$ cat config.mk
export PLATFORM = sky130hd
export DESIGN_NAME = fft_frame_seq
export DESIGN_NICKNAME = d
export VERILOG_FILES = /design/src/rtl/fft_frame_seq.sv
export SDC_FILE = /design/constraint.sdc
export NUM_CORES = 2
export LEC_CHECK = 0
export CAP_MARGIN = 20
export CORE_MARGIN = 1
export CORE_UTILIZATION = 67
export CTS_CLUSTER_DIAMETER = 50
export DETAILED_ROUTE_END_ITERATION = 6
export MAX_ROUTING_LAYER = met4
export PLACE_DENSITY = 0.82
export SYNTH_ARGS = -nofsm -noshare
export SYNTH_HDL_FRONTEND = slang
export SYNTH_SLANG_ARGS = --single-unit
$ cat constraint.sdc
create_clock -name i_clk -period 9.2 [get_ports i_clk]
set_clock_uncertainty 0.05 [all_clocks]
set_input_delay 0.92 -clock i_clk [delete_from_list [all_inputs] [get_ports i_clk]]
set_output_delay 0.92 -clock i_clk [all_outputs]
set_load 0.01 [all_outputs]
$ cat src/rtl/fft_frame_seq.sv
// fft_frame_seq: buffers one streamed frame and replays it as a gap-free FFT core burst.
// Optional zero padding of short frames is enabled by defining FFT_SEQ_ZERO_PAD_EN.
module fft_frame_seq #(
  parameter int TOTAL_STEP   = 6,
  parameter int DATA_WIDTH   = 16,
  parameter int MAX_INFLIGHT = 2,
  parameter int ID_WIDTH     = 4
) (
  input  logic                  i_clk,
  input  logic                  i_reset,
  input  logic                  s_valid,
  output logic                  s_ready,
  input  logic [DATA_WIDTH-1:0] s_real,
  input  logic [DATA_WIDTH-1:0] s_imag,
  input  logic                  s_last,
  output logic                  core_ien,
  output logic [DATA_WIDTH-1:0] core_ireal,
  output logic [DATA_WIDTH-1:0] core_iimag,
  input  logic                  core_oen,
  input  logic [DATA_WIDTH-1:0] core_oreal,
  input  logic [DATA_WIDTH-1:0] core_oimag,
  output logic                  m_valid,
  output logic [DATA_WIDTH-1:0] m_real,
  output logic [DATA_WIDTH-1:0] m_imag,
  output logic                  m_last,
  output logic [ID_WIDTH-1:0]   m_id,
  output logic                  err_short,
  output logic                  err_long,
  output logic                  err_orphan,
  output logic [1:0]            inflight
);
  localparam int N  = 1 << TOTAL_STEP;
  localparam int AW = TOTAL_STEP;
  localparam int SW = 2 * DATA_WIDTH;
  localparam logic [AW-1:0] LAST = '1;
  localparam logic [1:0] MAXF = 2'(MAX_INFLIGHT);

  typedef enum logic [2:0] {
    IDLE, FILL, PAD, DISCARD, HOLD, BURST
  } state_t;

  state_t state_q, state_d;

  logic [AW-1:0] wc_q, wc_d;
  logic [AW-1:0] rc_q, rc_d;
  logic [AW-1:0] oc_q, oc_d;
  logic [1:0]    inf_q, inf_d;

  logic                  ien_q, ien_d;
  logic [DATA_WIDTH-1:0] ire_q, ire_d;
  logic [DATA_WIDTH-1:0] iim_q, iim_d;

  logic                  mv_q, mv_d;
  logic [DATA_WIDTH-1:0] mre_q, mre_d;
  logic [DATA_WIDTH-1:0] mim_q, mim_d;
  logic                  ml_q, ml_d;
  logic [ID_WIDTH-1:0]   mid_q, mid_d;

  logic es_q, es_d;
  logic el_q, el_d;
  logic eo_q, eo_d;

  logic          we;
  logic [AW-1:0] waddr;
  logic [SW-1:0] wdata;
  logic [AW-1:0] raddr;
  logic [SW-1:0] rdata;
  logic          orphan;
  logic          fin;
  logic          start;

  logic [SW-1:0] mem [N];

  always_ff @(posedge i_clk) begin
    if (we) mem[waddr] <= wdata;
  end

  assign rdata = mem[raddr];

  always_comb begin
    state_d = state_q;
    wc_d    = wc_q;
    rc_d    = rc_q;
    we      = 1'b0;
    waddr   = wc_q;
    wdata   = {s_real, s_imag};
    raddr   = '0;
    s_ready = 1'b0;
    es_d    = 1'b0;
    el_d    = 1'b0;
    unique case (state_q)
      IDLE: begin
        state_d = FILL;
        wc_d    = '0;
      end
      FILL: begin
        s_ready = 1'b1;
        if (s_valid) begin
          we = 1'b1;
          if (wc_q == LAST) begin
            wc_d = '0;
            if (s_last) begin
              state_d = HOLD;
            end else begin
              el_d    = 1'b1;
              state_d = DISCARD;
            end
          end else if (s_last) begin
            es_d = 1'b1;
`ifdef FFT_SEQ_ZERO_PAD_EN
            wc_d    = wc_q + 1'b1;
            state_d = PAD;
`else
            wc_d    = '0;
`endif
          end else begin
            wc_d = wc_q + 1'b1;
          end
        end
      end
      PAD: begin
        we    = 1'b1;
        wdata = '0;
        if (wc_q == LAST) begin
          wc_d    = '0;
          state_d = HOLD;
        end else begin
          wc_d = wc_q + 1'b1;
        end
      end
      DISCARD: begin
        s_ready = 1'b1;
        if (s_valid && s_last) state_d = HOLD;
      end
      HOLD: begin
        rc_d = '0;
        if (inf_q != MAXF) state_d = BURST;
      end
      BURST: begin
        // address runs one ahead of the registered core data
        raddr = rc_q + 1'b1;
        if (rc_q == LAST) begin
          rc_d    = '0;
          wc_d    = '0;
          state_d = FILL;
        end else begin
          rc_d = rc_q + 1'b1;
        end
      end
      default: state_d = IDLE;
    endcase
  end

  always_comb begin
    ien_d  = (state_d == BURST);
    ire_d  = ien_d ? rdata[SW-1:DATA_WIDTH] : '0;
    iim_d  = ien_d ? rdata[DATA_WIDTH-1:0] : '0;
    start  = (state_q == HOLD) && (state_d == BURST);
    orphan = core_oen && (inf_q == 2'd0);
    fin    = core_oen && !orphan && (oc_q == LAST);
    oc_d   = oc_q;
    if (core_oen && !orphan) oc_d = fin ? '0 : oc_q + 1'b1;
    inf_d  = inf_q + {1'b0, start} - {1'b0, fin};
    mv_d   = core_oen;
    mre_d  = core_oen ? core_oreal : '0;
    mim_d  = core_oen ? core_oimag : '0;
    ml_d   = fin;
    mid_d  = ml_q ? mid_q + 1'b1 : mid_q;
    eo_d   = orphan;
  end

  always_ff @(posedge i_clk) begin
    if (i_reset) begin
      state_q <= IDLE;
      wc_q    <= '0;
      rc_q    <= '0;
      oc_q    <= '0;
      inf_q   <= '0;
      ien_q   <= 1'b0;
      ire_q   <= '0;
      iim_q   <= '0;
      mv_q    <= 1'b0;
      mre_q   <= '0;
      mim_q   <= '0;
      ml_q    <= 1'b0;
      mid_q   <= '0;
      es_q    <= 1'b0;
      el_q    <= 1'b0;
      eo_q    <= 1'b0;
    end else begin
      state_q <= state_d;
      wc_q    <= wc_d;
      rc_q    <= rc_d;
      oc_q    <= oc_d;
      inf_q   <= inf_d;
      ien_q   <= ien_d;
      ire_q   <= ire_d;
      iim_q   <= iim_d;
      mv_q    <= mv_d;
      mre_q   <= mre_d;
      mim_q   <= mim_d;
      ml_q    <= ml_d;
      mid_q   <= mid_d;
      es_q    <= es_d;
      el_q    <= el_d;
      eo_q    <= eo_d;
    end
  end

  assign core_ien   = ien_q;
  assign core_ireal = ire_q;
  assign core_iimag = iim_q;
  assign m_valid    = mv_q;
  assign m_real     = mre_q;
  assign m_imag     = mim_q;
  assign m_last     = ml_q;
  assign m_id       = mid_q;
  assign err_short  = es_q;
  assign err_long   = el_q;
  assign err_orphan = eo_q;
  assign inflight   = inf_q;

endmodule

* Yosys cells after proc, flatten, opt, wreduce, memory -nomap -nowiden
Memory sizes are Yosys's and may differ from the RTL's. A register that Yosys moved wholly into a read port is not among the register bits.
Index checks and enable logic that the tools add are counted.
** Cells by class
- Reductions and logical operators :: 16
- Add/sub/neg operators :: 6
- Eq/ne operators :: 12
- Bitwise gates (word level) :: 5
- Multiplexer cells :: 26
** Operator list (count)
- $mux W6 :: 8
- $mux W32 :: 1
- $pmux W6 S4 :: 1
- $mux W3 :: 7
- $add A6 B1 Y6 const B :: 3
- $eq A6 B6 Y1 const B :: 3
- $pmux W3 S6 :: 1
- $pmux W6 S2 :: 1
- $eq A3 B3 Y1 const B :: 3
- $reduce_or A4 Y1 :: 2
- $eq A3 B2 Y1 const B :: 2
- $mux W1 :: 6
- $ne A2 B2 Y1 const B :: 3
- $reduce_or A2 Y1 :: 3
- $logic_and A1 B1 Y1 :: 5
- $not A1 Y1 :: 5
- $add A4 B1 Y4 const B :: 1
- $reduce_bool A4 Y1 :: 1
- $eq A3 B1 Y1 const B :: 1
- $logic_not A3 Y1 :: 1
- $reduce_and A3 Y1 :: 1
- $add A2 B1 Y2 :: 1
- $logic_not A2 Y1 :: 1
- $pmux W1 S2 :: 1
- other kinds (3) :: 3
** Storage, ports and cells
- Memories :: 1
- Word-level logic and storage cells :: 80
- Register bits :: 65
- Output and inout bits :: 77
- Bits of input ports :: 69
- RAM bits :: 2048
** Memory list
- mem :: depth 64, bits a word 32, read ports 1, clocked after memory_dff 1, wr ports 1, RTL line 72 : logic [SW-1:0] mem [N];

* Logic depth before layout (Yosys ltp)
- Word-level depth :: 8
- Mapped depth :: 13
- Depth with buffers taken out :: 10

* Worst setup path after synthesis
OpenSTA, ideal clock, no wires.
- Path kind :: input to register
- From :: input s_valid
- To :: memory mem[32][0] (netlist bit), enable pin
- Setup slack :: 4.996 ns
- Buffers on the path :: 0
- Stages on the path :: 4
- Required time :: 8.689 ns
- Setup time :: 0.461 ns
- Data arrival time :: 3.694 ns
- Cell sequence :: a21oi_1 -> nor3_1 -> nand2_1 -> nor3_1
** On the way
- Cells in the longest elaborated chain, start to end :: 4
** RTL lines
- start, declared :: RTL line 11 : input logic s_valid,
- $mux W1 :: RTL line 98 : if (s_valid) begin
- $pmux W1 S2 :: RTL line 91 : unique case (state_q)
- $mux W1 :: RTL line 75 : if (we) mem[waddr] <= wdata;
- $mux W1 (implied by the code) :: RTL line 75
- end, declared :: RTL line 72
No other way between the ends.

* Worst setup path after layout
- From :: register state_q[0]
- To :: register ire_q[5], in the netlist core_ireal[5]
** On the way
- Cells in the longest elaborated chain, start to end :: 6
- Elaborated cells on any way between the ends :: 17
- Classes of those cells :: eq/ne: 6; mux: 8; bitwise: 1; reduce/logical: 2
** RTL lines
- start, declared :: RTL line 42 : state_t state_q, state_d;
- start signal, assigned :: RTL line 191 : state_q <= state_d;
- $mux W3 :: RTL line 100 : if (wc_q == LAST) begin
- $mux W3 :: RTL line 98
- $pmux W3 S6 :: RTL line 91
- $eq A3 B3 Y1 :: RTL line 155 : ien_d = (state_d == BURST);
- $not A1 Y1 (no line)
- $reduce_or A2 Y1 (no line)
- end signal, assigned :: RTL line 197 : ire_q <= ire_d;
- end, declared :: RTL line 50 : logic [DATA_WIDTH-1:0] ire_q, ire_d;
Parallel ways exist; a longest one is shown, timed or not.
A chain may end at the register's enable or synchronous reset.

==> summary.txt <==
Outcome
  • Run status: complete, but fails checks
  • Violations in the final reports: DRC

Critical path
  • Worst Setup SP: state_q[0]$_SDFF_PP0_
  • Maximum cell stage delay along the critical path: 900 ps
  • WP data arrival: 6240 ps
  • Worst Setup End Kind: flip-flop
  • Cell with the largest stage delay on the worst path: sky130_fd_sc_hd__nor4_1
  • CP Launch Type: flip-flop
  • Cell chain of the critical path: and3b_2, buf_4, nand2_4, buf_4, a211oi_1, a211oi_1, nor4_1, o32a_1, o31ai_2
  • Start of the worst register-to-register path: state_q[0]$_SDFF_PP0_
  • Crit Path Class: flip-flop to flip-flop
  • Largest fanout on the critical path: 64
  • Critical path required time: 9860 ps

Logic synthesis
  • Total of warnings raised by yosys: 0
  • Seq cells post-synth: 2,145
  • Avg Inst Size Synth: 14.5 µm²
  • Sequential share of the synthesized area: 75.5%
  • Post-synth net total: 5,891
  • Number of synthesized flops with an enable pin: 2,048
  • Most frequently used flop master after synthesis: sky130_fd_sc_hd__edfxtp_1
  • Cell variety after synth: 72
  • Post-synth ARST share: 0%
  • Cell Area, Synth: 0.0840 mm²
  • Cell count after synthesis: 5,816

Route
  • Met2 Routed Length: 112 mm
  • Per-cell via count in the routed design: 7.16
  • Length of routed met3 wiring: 38.0 mm
  • DR top layer: met4
  • Detailed Route Iter0 Violations: 10.2k
  • Total routed wire length on the met1 layer: 78.7 mm
  • Final routed wire length divided by cell count: 31.6 µm
  • Post-detailed-route DRC marker count: 2
  • Detailed-route via count: 55.4k
  • Antenna viol nets, final: 0
  • Routed WL: 245 mm
  • Pre-antenna DRT Iters: 7

Placement
  • RePlAce Congestion: 0.884
  • DP Wirelength: 127 mm
  • Total placed instance area: 0.0880 mm²
  • Number of input and output port buffers inserted: 145

Global route
  • Maximum number of pins on one net before global-route repair: 149
  • Global-route congestion overflow total: 0
  • Vias in the first global route: 53.8k
  • GRT Overall Usage: 39.7%
  • First-pass GRT wire length: 352 mm
  • Number of antenna violations at the first check in global routing: 12

Floorplanning
  • Row count: 129
  • Initial core utilization: 67.7%
  • Die area: 0.127 mm²
  • Horiz. Die Dim: 356 µm
  • Core area: 0.124 mm²
  • I/O pin count: 146
  • Chip height: 356 µm

Clock network
  • Clock tree sinks: 2,145
  • CTS tree: yes
  • Deepest clock path buffer count: 3
  • Hold-fix buffer count after cts: 0
  • Clock latency reported for the late side of the worst-skew pair: 820 ps
  • Cts bufs inserted: 204
  • Buffers inserted by post-CTS timing repair: 0
  • Number of instances resized during post-cts repair: 0
  • Deepest level of the CTS H-tree: 4
  • Root buffer cell: sky130_fd_sc_hd__clkbuf_16
  • Clock slew seen by the registers of the worst setup and hold paths: 70 ps

Pwr
  • Total power per unit cell area: 203 mW/mm²
  • Maximum vdd drop: 241 µV
  • Static Leakage: 30.5 nW

STA
  • Top achievable clock speed: 179 MHz
  • Pins over their slew limit: 0
  • RSZ-0062 raised after global routing: false
  • Post-Route Setup TNS: 0 ps
  • Setup violation total in the final timing report: 0
  • Fin. Hold Viols: 0
  • Rel. slew slack: 20.5%
  • Share of the clock period used by the worst path after layout: 60.6%
  • Transition at the pin with the smallest max-transition slack: 1180 ps
  • Clock period minus final worst setup slack: 5570 ps

Final layout
  • Area growth, synth to finish: 12.5%
  • Net count of the finished layout: 5,993
  • Post-route design area: 0.0945 mm²
  • Fraction of final layout cells sized beyond drive strength 1: 10.5%

Worst hold path
  • Startpoint of the most critical hold path: oc_q[5]$_SDFFE_PP0P_
  • Hold Crit Class: flip-flop to flip-flop

Run
  • Total of max-cap violations: 0
-- placed cells by master, fill, tap and decap left out, types with 71 or more instances in the layout --
cell type                         instances
sky130_fd_sc_hd__a21oi_1                196
sky130_fd_sc_hd__nor2_1                 123
sky130_fd_sc_hd__and3_1                  91
sky130_fd_sc_hd__edfxtp_1              2048
sky130_fd_sc_hd__nand2_1                981
sky130_fd_sc_hd__o21ai_0                132
sky130_fd_sc_hd__nand3_1                314
sky130_fd_sc_hd__or3_1                   83
sky130_fd_sc_hd__a31oi_1                127
sky130_fd_sc_hd__dfxtp_1                 96
sky130_fd_sc_hd__a211oi_1               181
sky130_fd_sc_hd__o211ai_1                71
sky130_fd_sc_hd__clkdlybuf4s50_1        145
sky130_fd_sc_hd__buf_4                  154
sky130_fd_sc_hd__mux2i_1                228
sky130_fd_sc_hd__o22ai_1                138
sky130_fd_sc_hd__clkbuf_16              209
-- per-stage QoR --
stage          power [mW]  setup WS, ps  utilization (%)  hold slack (ps)  std cells
6_report             19.2          3630             76.1              440       7740
5_1_grt              19.5          3560             76.1              454       7738
4_1_cts              19.1          3910             76.1              427       7733
3_5_place_dp         11.2          3900             70.9              415       7349
3_3_place_gp         11.2          3920             70.8              409       7345
2_1_floorplan        11.0          5000                -              390       5816
-- cell families after synthesis --
| kind of cell | Yosys count | synth area share [%] |
|---|---|---|
| XOR/XNOR | 12 | 0.125 |
| adder cells (fa/ha/maj) | 6 | 0.0893 |
| buffers and inverters | 423 | 2.18 |
| AO/OA/AOI/OAI | 1078 | 8.68 |
| multiplexers | 266 | 3.26 |
| flip-flops | 2145 | 75.5 |
| AND/OR/NAND/NOR | 1886 | 10.2 |
-- power breakdown --
| group | total [mW] | internal [mW] | switching (mW) | leakage (nW) |
|---|---|---|---|---|
| clock network | 8.17 | 4.55 | 3.63 | 3.16 |
| logic | 0.274 | 0.0669 | 0.207 | 8.15 |
| registers | 10.7 | 10.7 | 0.00598 | 19.2 |
| total | 19.2 | 15.3 | 3.84 | 30.5 |
-- area by class of cell --
| type | instances | area, µm² |
|---|---|---|
| flip-flops and latches | 2145 | 63400 |
| repair buffers | 310 | 2860 |
| inverters | 9 | 38.8 |
| clock buffers | 272 | 5560 |
| fillers | 6551 | 29600 |
| well taps | 1637 | 2050 |
| diodes | 7 | 17.5 |
| multi-input cells | 3248 | 19600 |
| clock inverters | 112 | 923 |
-- path summary, 6_finish.rpt --
kind	cells past startpoint	slack, ps	end
max reg2reg	9	3630	core_ireal[5]$_SDFF_PP0_
max	9	3630	core_ireal[5]$_SDFF_PP0_
min	1	440	oc_q[5]$_SDFFE_PP0P_
min reg2reg	1	440	oc_q[5]$_SDFFE_PP0P_
-- sequential cells by signal (all words and copies together), names as in the netlist, 2 cells and up --
register,cells
core_iimag,16
core_ireal,16
inflight,2
m_id,4
m_imag,16
m_real,16
mem,2048
oc_q,6
rc_q,6
state_q,3
waddr,6
-- routing by layer --
metal / track usage (%) / vias up
met5: - / -
met4: 22.4 / 0
met3: 10.2 / 1114
met2: 59.1 / 5226
met1: 50.2 / 26500
li1: - / 22500
-- Yosys cell counts, types with 32 or more instances --
| cell type | n | area [µm²] |
|---|---|---|
| sky130_fd_sc_hd__nor2_1 | 191 | 717 |
| sky130_fd_sc_hd__buf_2 | 135 | 676 |
| sky130_fd_sc_hd__a221oi_1 | 47 | 412 |
| sky130_fd_sc_hd__o211ai_1 | 71 | 533 |
| sky130_fd_sc_hd__a211oi_1 | 181 | 1360 |
| sky130_fd_sc_hd__nand2_1 | 983 | 3690 |
| sky130_fd_sc_hd__dfxtp_1 | 97 | 1940 |
| sky130_fd_sc_hd__a21oi_1 | 197 | 986 |
| sky130_fd_sc_hd__and2_1 | 32 | 200 |
| sky130_fd_sc_hd__clkbuf_1 | 226 | 848 |
| sky130_fd_sc_hd__a31oi_1 | 127 | 795 |
| sky130_fd_sc_hd__nor3_1 | 37 | 185 |
| sky130_fd_sc_hd__mux2i_1 | 230 | 2300 |
| sky130_fd_sc_hd__and3_1 | 91 | 569 |
| sky130_fd_sc_hd__edfxtp_1 | 2048 | 61500 |
| sky130_fd_sc_hd__or3_1 | 83 | 519 |
| sky130_fd_sc_hd__nand3_1 | 314 | 1570 |
| sky130_fd_sc_hd__mux2_2 | 33 | 372 |
| sky130_fd_sc_hd__nor2b_1 | 64 | 400 |
| sky130_fd_sc_hd__o21ai_0 | 132 | 661 |
| sky130_fd_sc_hd__buf_1 | 35 | 131 |
| sky130_fd_sc_hd__o22ai_1 | 138 | 863 |
-- critical path: cells and delay by family (launching register included) --
| family | cells | cell delay, ps |
|---|---|---|
| compound gates | 4 | 1110 |
| buf+inv | 2 | 1410 |
| flops | 1 | 830 |
| simple gates | 3 | 1980 |
Note: power is estimated with default switching activity, not from simulation.
